`src/rtl/spi_led_blink_multi.sv`:
```
// Multi-channel LED driver decoding two-byte SPI command frames (header + period byte).
// Latency: a frame takes effect on the edge that samples its data byte; LED level moves one cycle after that strobe.
// No backpressure: bytes arrive as one-cycle strobes; bad bytes, frames and timeouts raise a registered cmd_err pulse.
module spi_led_blink_multi #(
   parameter int NUM_CH       = 4,
   parameter int CNT_W        = 32,
   parameter int PERIOD_SHIFT = 24,
   parameter int TIMEOUT_CYC  = 5_000_000
) (
   input  logic              clk,
   input  logic              rst_n,
   input  logic              o_spi_s_rx_done,
   input  logic [7:0]        r_spi_s_rx_data,
   output logic [NUM_CH-1:0] led,
   output logic [NUM_CH-1:0] led_en,
   output logic              clk_en,
   output logic              cmd_busy,
   output logic              cmd_err
);

   // Timeout counter only needs to reach TIMEOUT_CYC-1 before it fires.
   localparam int TMO_W = (TIMEOUT_CYC > 1) ? $clog2(TIMEOUT_CYC + 1) : 1;
   localparam logic [TMO_W-1:0] TMO_LAST = TMO_W'(TIMEOUT_CYC - 1);

   typedef enum logic [1:0] {
      MODE_OFF     = 2'b00,
      MODE_ON      = 2'b01,
      MODE_BLINK   = 2'b10,
      MODE_ONESHOT = 2'b11
   } mode_e;

   typedef enum logic {
      ST_IDLE      = 1'b0,
      ST_WAIT_DATA = 1'b1
   } state_e;

   state_e           state, state_nxt;
   mode_e            mode_lat;
   logic [3:0]       ch_lat;
   logic [TMO_W-1:0] tmo_cnt;
   logic             err_nxt;
   logic             latch_hdr;
   logic             apply_stb;
   logic             ch_ok;

   // Pins are always driven; the clock input is always enabled.
   assign led_en   = '1;
   assign clk_en   = 1'b1;
   assign cmd_busy = (state == ST_WAIT_DATA);

   // Header channel field must address an existing channel.
   assign ch_ok = ({28'd0, r_spi_s_rx_data[3:0]} < 32'(NUM_CH));

   // Frame decoder: header acceptance/rejection, data apply and timeout.
   always_comb begin
      state_nxt = state;
      err_nxt   = 1'b0;
      latch_hdr = 1'b0;
      apply_stb = 1'b0;
      case (state)
         ST_IDLE: begin
            if (o_spi_s_rx_done) begin
               if (!r_spi_s_rx_data[7] || !ch_ok) begin
                  err_nxt = 1'b1;
               end else begin
                  latch_hdr = 1'b1;
                  state_nxt = ST_WAIT_DATA;
               end
            end
         end
         ST_WAIT_DATA: begin
            // A byte on the timeout cycle still completes the frame.
            if (o_spi_s_rx_done) begin
               apply_stb = 1'b1;
               state_nxt = ST_IDLE;
            end else if (tmo_cnt == TMO_LAST) begin
               err_nxt   = 1'b1;
               state_nxt = ST_IDLE;
            end
         end
         default: begin
            state_nxt = ST_IDLE;
         end
      endcase
   end

   // FSM state register and registered error strobe.
   always_ff @(posedge clk or negedge rst_n) begin
      if (!rst_n) begin
         state   <= ST_IDLE;
         cmd_err <= 1'b0;
      end else begin
         state   <= state_nxt;
         cmd_err <= err_nxt;
      end
   end

   // Cycles spent waiting for the data byte; cleared whenever the wait ends.
   always_ff @(posedge clk or negedge rst_n) begin
      if (!rst_n) begin
         tmo_cnt <= '0;
      end else if (state == ST_WAIT_DATA && state_nxt == ST_WAIT_DATA) begin
         tmo_cnt <= tmo_cnt + TMO_W'(1);
      end else begin
         tmo_cnt <= '0;
      end
   end

   // Header fields held until the data byte arrives.
   always_ff @(posedge clk or negedge rst_n) begin
      if (!rst_n) begin
         mode_lat <= MODE_OFF;
         ch_lat   <= 4'd0;
      end else if (latch_hdr) begin
         mode_lat <= mode_e'(r_spi_s_rx_data[6:5]);
         ch_lat   <= r_spi_s_rx_data[3:0];
      end
   end

   // Per-channel pattern engines.
   for (genvar i = 0; i < NUM_CH; i++) begin : g_ch
      mode_e            ch_mode;
      logic [7:0]       ch_pb;
      logic [7:0]       pb_nz;
      logic [CNT_W-1:0] ch_cnt;
      logic [CNT_W-1:0] hp_m1;
      logic             ch_led;
      logic             ch_apply;
      logic             cnt_end;

      assign ch_apply = apply_stb && (ch_lat == 4'(i));
      // Period byte 0 behaves like 1 so the half period is never zero.
      assign pb_nz    = (ch_pb == 8'd0) ? 8'd1 : ch_pb;
      assign hp_m1    = (CNT_W'(pb_nz) << PERIOD_SHIFT) - CNT_W'(1);
      // ">=" lets a freshly shortened period end immediately instead of wrapping.
      assign cnt_end  = (ch_cnt >= hp_m1);
      assign led[i]   = ch_led;

      // Apply a new frame (restarting phase) or advance the running pattern.
      always_ff @(posedge clk or negedge rst_n) begin
         if (!rst_n) begin
            ch_mode <= MODE_OFF;
            ch_pb   <= 8'h01;
            ch_cnt  <= '0;
            ch_led  <= 1'b0;
         end else if (ch_apply) begin
            ch_mode <= mode_lat;
            ch_pb   <= r_spi_s_rx_data;
            ch_cnt  <= '0;
            ch_led  <= (mode_lat == MODE_ON) || (mode_lat == MODE_ONESHOT);
         end else begin
            case (ch_mode)
               MODE_BLINK: begin
                  if (cnt_end) begin
                     ch_cnt <= '0;
                     ch_led <= ~ch_led;
                  end else begin
                     ch_cnt <= ch_cnt + CNT_W'(1);
                  end
               end
               MODE_ONESHOT: begin
                  if (cnt_end) begin
                     ch_cnt  <= '0;
                     ch_led  <= 1'b0;
                     ch_mode <= MODE_OFF;
                  end else begin
                     ch_cnt <= ch_cnt + CNT_W'(1);
                  end
               end
               default: begin
                  ch_cnt <= '0;
               end
            endcase
         end
      end
   end

endmodule
```
`config.mk`:
```
export PLATFORM = sky130hd
export DESIGN_NAME = spi_led_blink_multi
export DESIGN_NICKNAME = d
export VERILOG_FILES = /design/src/rtl/spi_led_blink_multi.sv
export SDC_FILE = /design/constraint.sdc
export NUM_CORES = 1
export LEC_CHECK = 0
export ABC_AREA = 1
export CELL_PAD_IN_SITES_DETAIL_PLACEMENT = 1
export CELL_PAD_IN_SITES_GLOBAL_PLACEMENT = 2
export CORE_MARGIN = 3
export CORE_UTILIZATION = 35
export CTS_BUF_LIST = sky130_fd_sc_hd__clkbuf_4 sky130_fd_sc_hd__clkbuf_8 sky130_fd_sc_hd__clkbuf_16
export DETAILED_ROUTE_END_ITERATION = 8
export DONT_BUFFER_PORTS = 1
export GPL_ROUTABILITY_DRIVEN = 0
export PLACE_DENSITY = 0.78
export SLEW_MARGIN = 20
export SYNTH_ARGS = -nofsm -noshare
export SYNTH_HDL_FRONTEND = slang
export SYNTH_SLANG_ARGS = --single-unit
```
`constraint.sdc`:
```
create_clock -name clk -period 2.5 [get_ports clk]
set_input_delay 0.375 -clock clk [delete_from_list [all_inputs] [get_ports clk]]
set_output_delay 0.375 -clock clk [all_outputs]
set_load 0.02 [all_outputs]
```
==> summary.md <==
| Metric | Value |
|---|---|
| Status | `complete, but fails checks` |
| Failing checks | `negative hold slack, negative setup slack` |
| ANT cells | `0` |
| DR WL/cell | `16.2 um` |
| Clock Root Buffer | `clkbuf_16` |
| Total congestion overflow | `0` |
| Vias in the first global route | `11097` |
| Register bit total from synthesis | `roughly 200` |
| Area Growth Syn to Fin | `32.0%` |
| Syn Inst Count | `1554` |
| Final-report hold violation count | `199` |
| Dpl cell area | `~13000 um2` |
| Die height | `between 150 and 200 um` |
| Pre-Repair DR Iteration Count | `4` |
| 1st-iter DRT viols | `between 300 and 400` |
| Routed WL | `34600 um` |
| Worst Slack Setup Final | `-0.259 ns` |
| Dpl hpwl | `around 23000 um` |
| Required @ worst endpoint | `2.93 ns` |
| Post-synth EDFFs | `0` |
| Worst min path class | `primary input to asynchronous set/reset pin` |
| Critical Path Max Stage Delay | `0.39 ns` |
| Pin count of the biggest net entering global routing | `204` |
| Final net count | `1730` |
| Placed insts | `2039` |
| Post-synthesis cell area | `11700 um2` |
| Crit path cell chain | `inv_2 > nand2_4 > nor2_4 > nand3_2 > nand2_2 > inv_2 > ha_4 > nand2_4 > xor2_1 > inv_1 > ha_4 > nand2_2 > nor2_4 > nand2_1 > inv_1 > nand4_1 > nand3_4 > buf_12 > clkbuf_16 > nor2_2` |
| Synth area leader | `dfrtp_1` |
| DRC | `0` |
| Crit. End Element | `flop` |
| Core Footprint | `32800 um2` |
| Final instance area | `15500 um2` |
| H-tree Lvls | `1` |
| Critical path arrival | `3.19 ns` |
| WHS | `-0.478 ns` |
| GR Util All Layers | `19.4%` |
| Post-layout min period | `2.76 ns` |
| Slew margin rel. | `between 40% and 50%` |
| Layout cell share with drive strength beyond 1 | `24.3%` |
| Skew-Pair Late Insertion Delay | `~0.55 ns` |
| Via density | `~4.8` |
| Synth Flop Type | `dfrtp_1` |
| DIE AREA | `between 30000 and 40000 um2` |
| Antenna Nets Post-Route | `0` |
| Final period util | `110%` |
| Max IR drop VDD | `0.000599 V` |
| RSZ-0062 raised after global routing | `true` |
| Setup crit start kind | `flop` |
| Clk slew on worst S/H paths | `0.06 ns` |
| Clk_skew | `0.0144 ns` |
| Synth warnings | `0` |
| TritonCTS Buffers | `27` |
| Leakage | `6.65 nW` |
| Commonest non-fill, non-tap cell in the layout | `nand2_1` |
| Via count | `10291` |
| Final Max Slew Viols | `0` |
| I/O Buffers | `0` |
| Power density cells | `a little over 800 nW/um2` |
| CTS tree | `done` |
| Tightest Pin Transition | `0.893 ns` |
| Row cnt | `66` |
| Top cells by area, synth | `dfrtp_1 42%, nand2_1 13%, nor2_1 11%, xor2_1 6.2%, inv_1 5.0%` |
| Non-filler cells, final | `2139` |
| Seq/Total Area, Yosys | `43.3%` |
| First-pass GRT wire length | `~57000 um` |
| Die X | `189 um` |
| Initial antenna violation count | `0` |
| Synth top area share | `between 40 and 50%` |
| Setup_tns | `-20.88 ns` |
| Worst slack, placed | `-0.329 ns` |
| FMAX | `0.362 GHz` |
| Most frequent cells in the layout | `361 x nand2_1, 220 x nor2_1, 199 x dfrtp_1` |
| Sink Count | `about 200` |
| Clock buffer depth | `3` |
| Max Cap Viol | `0` |
| Synthesized area per cell | `7.55 um2` |
| Synth async-reset ratio | `between 90% and 100%` |
| Initial core utilization | `35.8%` |
| CP max-delay cell | `dfrtp_1` |
| Top Ports | `22` |
| Cell variety after synth | `34` |
| Final setup viols | `140` |
| Critical path class | `flop to flop` |
| Crit path max fanout | `4` |
==> power breakdown <==
part / leakage (nW) / internal (mW) / switching (mW)
registers: 2.74 / 3.66 / 0.384
clock network: 0.475 / 2.59 / 1.54
logic: 3.44 / 2.09 / 2.21
total: 6.65 / 8.34 / 4.13
==> final timing paths <==
path                                     from            endpoint  slack (ns)  cells past startpoint
min in group clk              o_spi_s_rx_done             cmd_err        0.10                      3
max reg2reg                  g_ch[0].ch_pb[4]  g_ch[0].ch_cnt[16]       -0.26                     20
min                                     rst_n    g_ch[0].ch_pb[6]       -0.48                      0
max                          g_ch[0].ch_pb[4]  g_ch[0].ch_cnt[16]       -0.26                     20
min reg2reg                g_ch[1].ch_mode[0]  g_ch[1].ch_mode[0]        0.47                      2
max in group asynchronous               rst_n  g_ch[2].ch_cnt[12]        2.23                      0
==> through the flow <==
step	utilization [%]	power (mW)	hold WS, ns
2_1_floorplan	-	5.91	0.0794
3_3_place_gp	38.8	6.81	0.0869
3_5_place_dp	38.8	6.97	0.0867
4_1_cts	45.2	12.0	-0.502
5_1_grt	47.3	13.3	-0.501
6_report	47.3	12.5	-0.478
==> cells by family after synthesis <==
family / synth area share [%]
and+or+nand+nor: 32.0
DFF: 43.3
buffers and inverters: 6.91
xor gates and xnor gates: 9.70
AOI/OAI and AO/OA: 3.60
adders and majority gates: 4.37
other: 0.0320
==> area by class of cell <==
class                      instances  area (um2)
fill                            3953       17300
tap                              442         553
clock buffer                      33         733
sequential                       203        5080
timing repair buffer             122        1320
inverter                         160         608
multi-input combinational       1164        6990
clock inverter                    15         204
==> synthesized netlist by cell type, types with 12 or more instances <==
master / n
a21oi_1: 12
buf_4: 18
dfrtp_1: 199
ha_1: 41
inv_1: 157
nand2_1: 401
nand3_1: 63
nand4_1: 35
nor2_1: 347
nor3_1: 32
o21ai_0: 53
xnor2_1: 47
xor2_1: 83
==> per-layer routing <==
metal,vias up,global-route usage (%),wire length (um)
li1,5102,-,-
met1,5023,26.2,15800
met2,113,32.4,17000
met3,53,3.17,1010
met4,0,5.01,856
met5,-,0,0
==> critical path: cells and delay by family, from the launching register on <==
kind | cells | cell delay [ns]
xor+xnor | 1 | 0.17
fa+ha+maj | 2 | 0.43
buf+inv | 6 | 0.60
flops | 1 | 0.39
simple gates | 11 | 1.03
==> flip-flops by register name (all words and copies together) (netlist names) <==
register	cells
mode_lat	2
cmd_busy	1
g_ch.ch_pb	32
ch_lat	4
g_ch.ch_led	4
g_ch.ch_cnt	128
tmo_cnt	23
cmd_err	1
g_ch.ch_mode	8
==> what timing repair did <==
item                                    4_1_cts  5_1_grt
cloned                                       12        1
hold endpoints to repair                    203      203
gates resized for setup                     169      194
setup buffers                                33       18
pin swaps                                    70       73
endpoints found under the setup margin      140      140
Power figures use the tool's default switching activity.
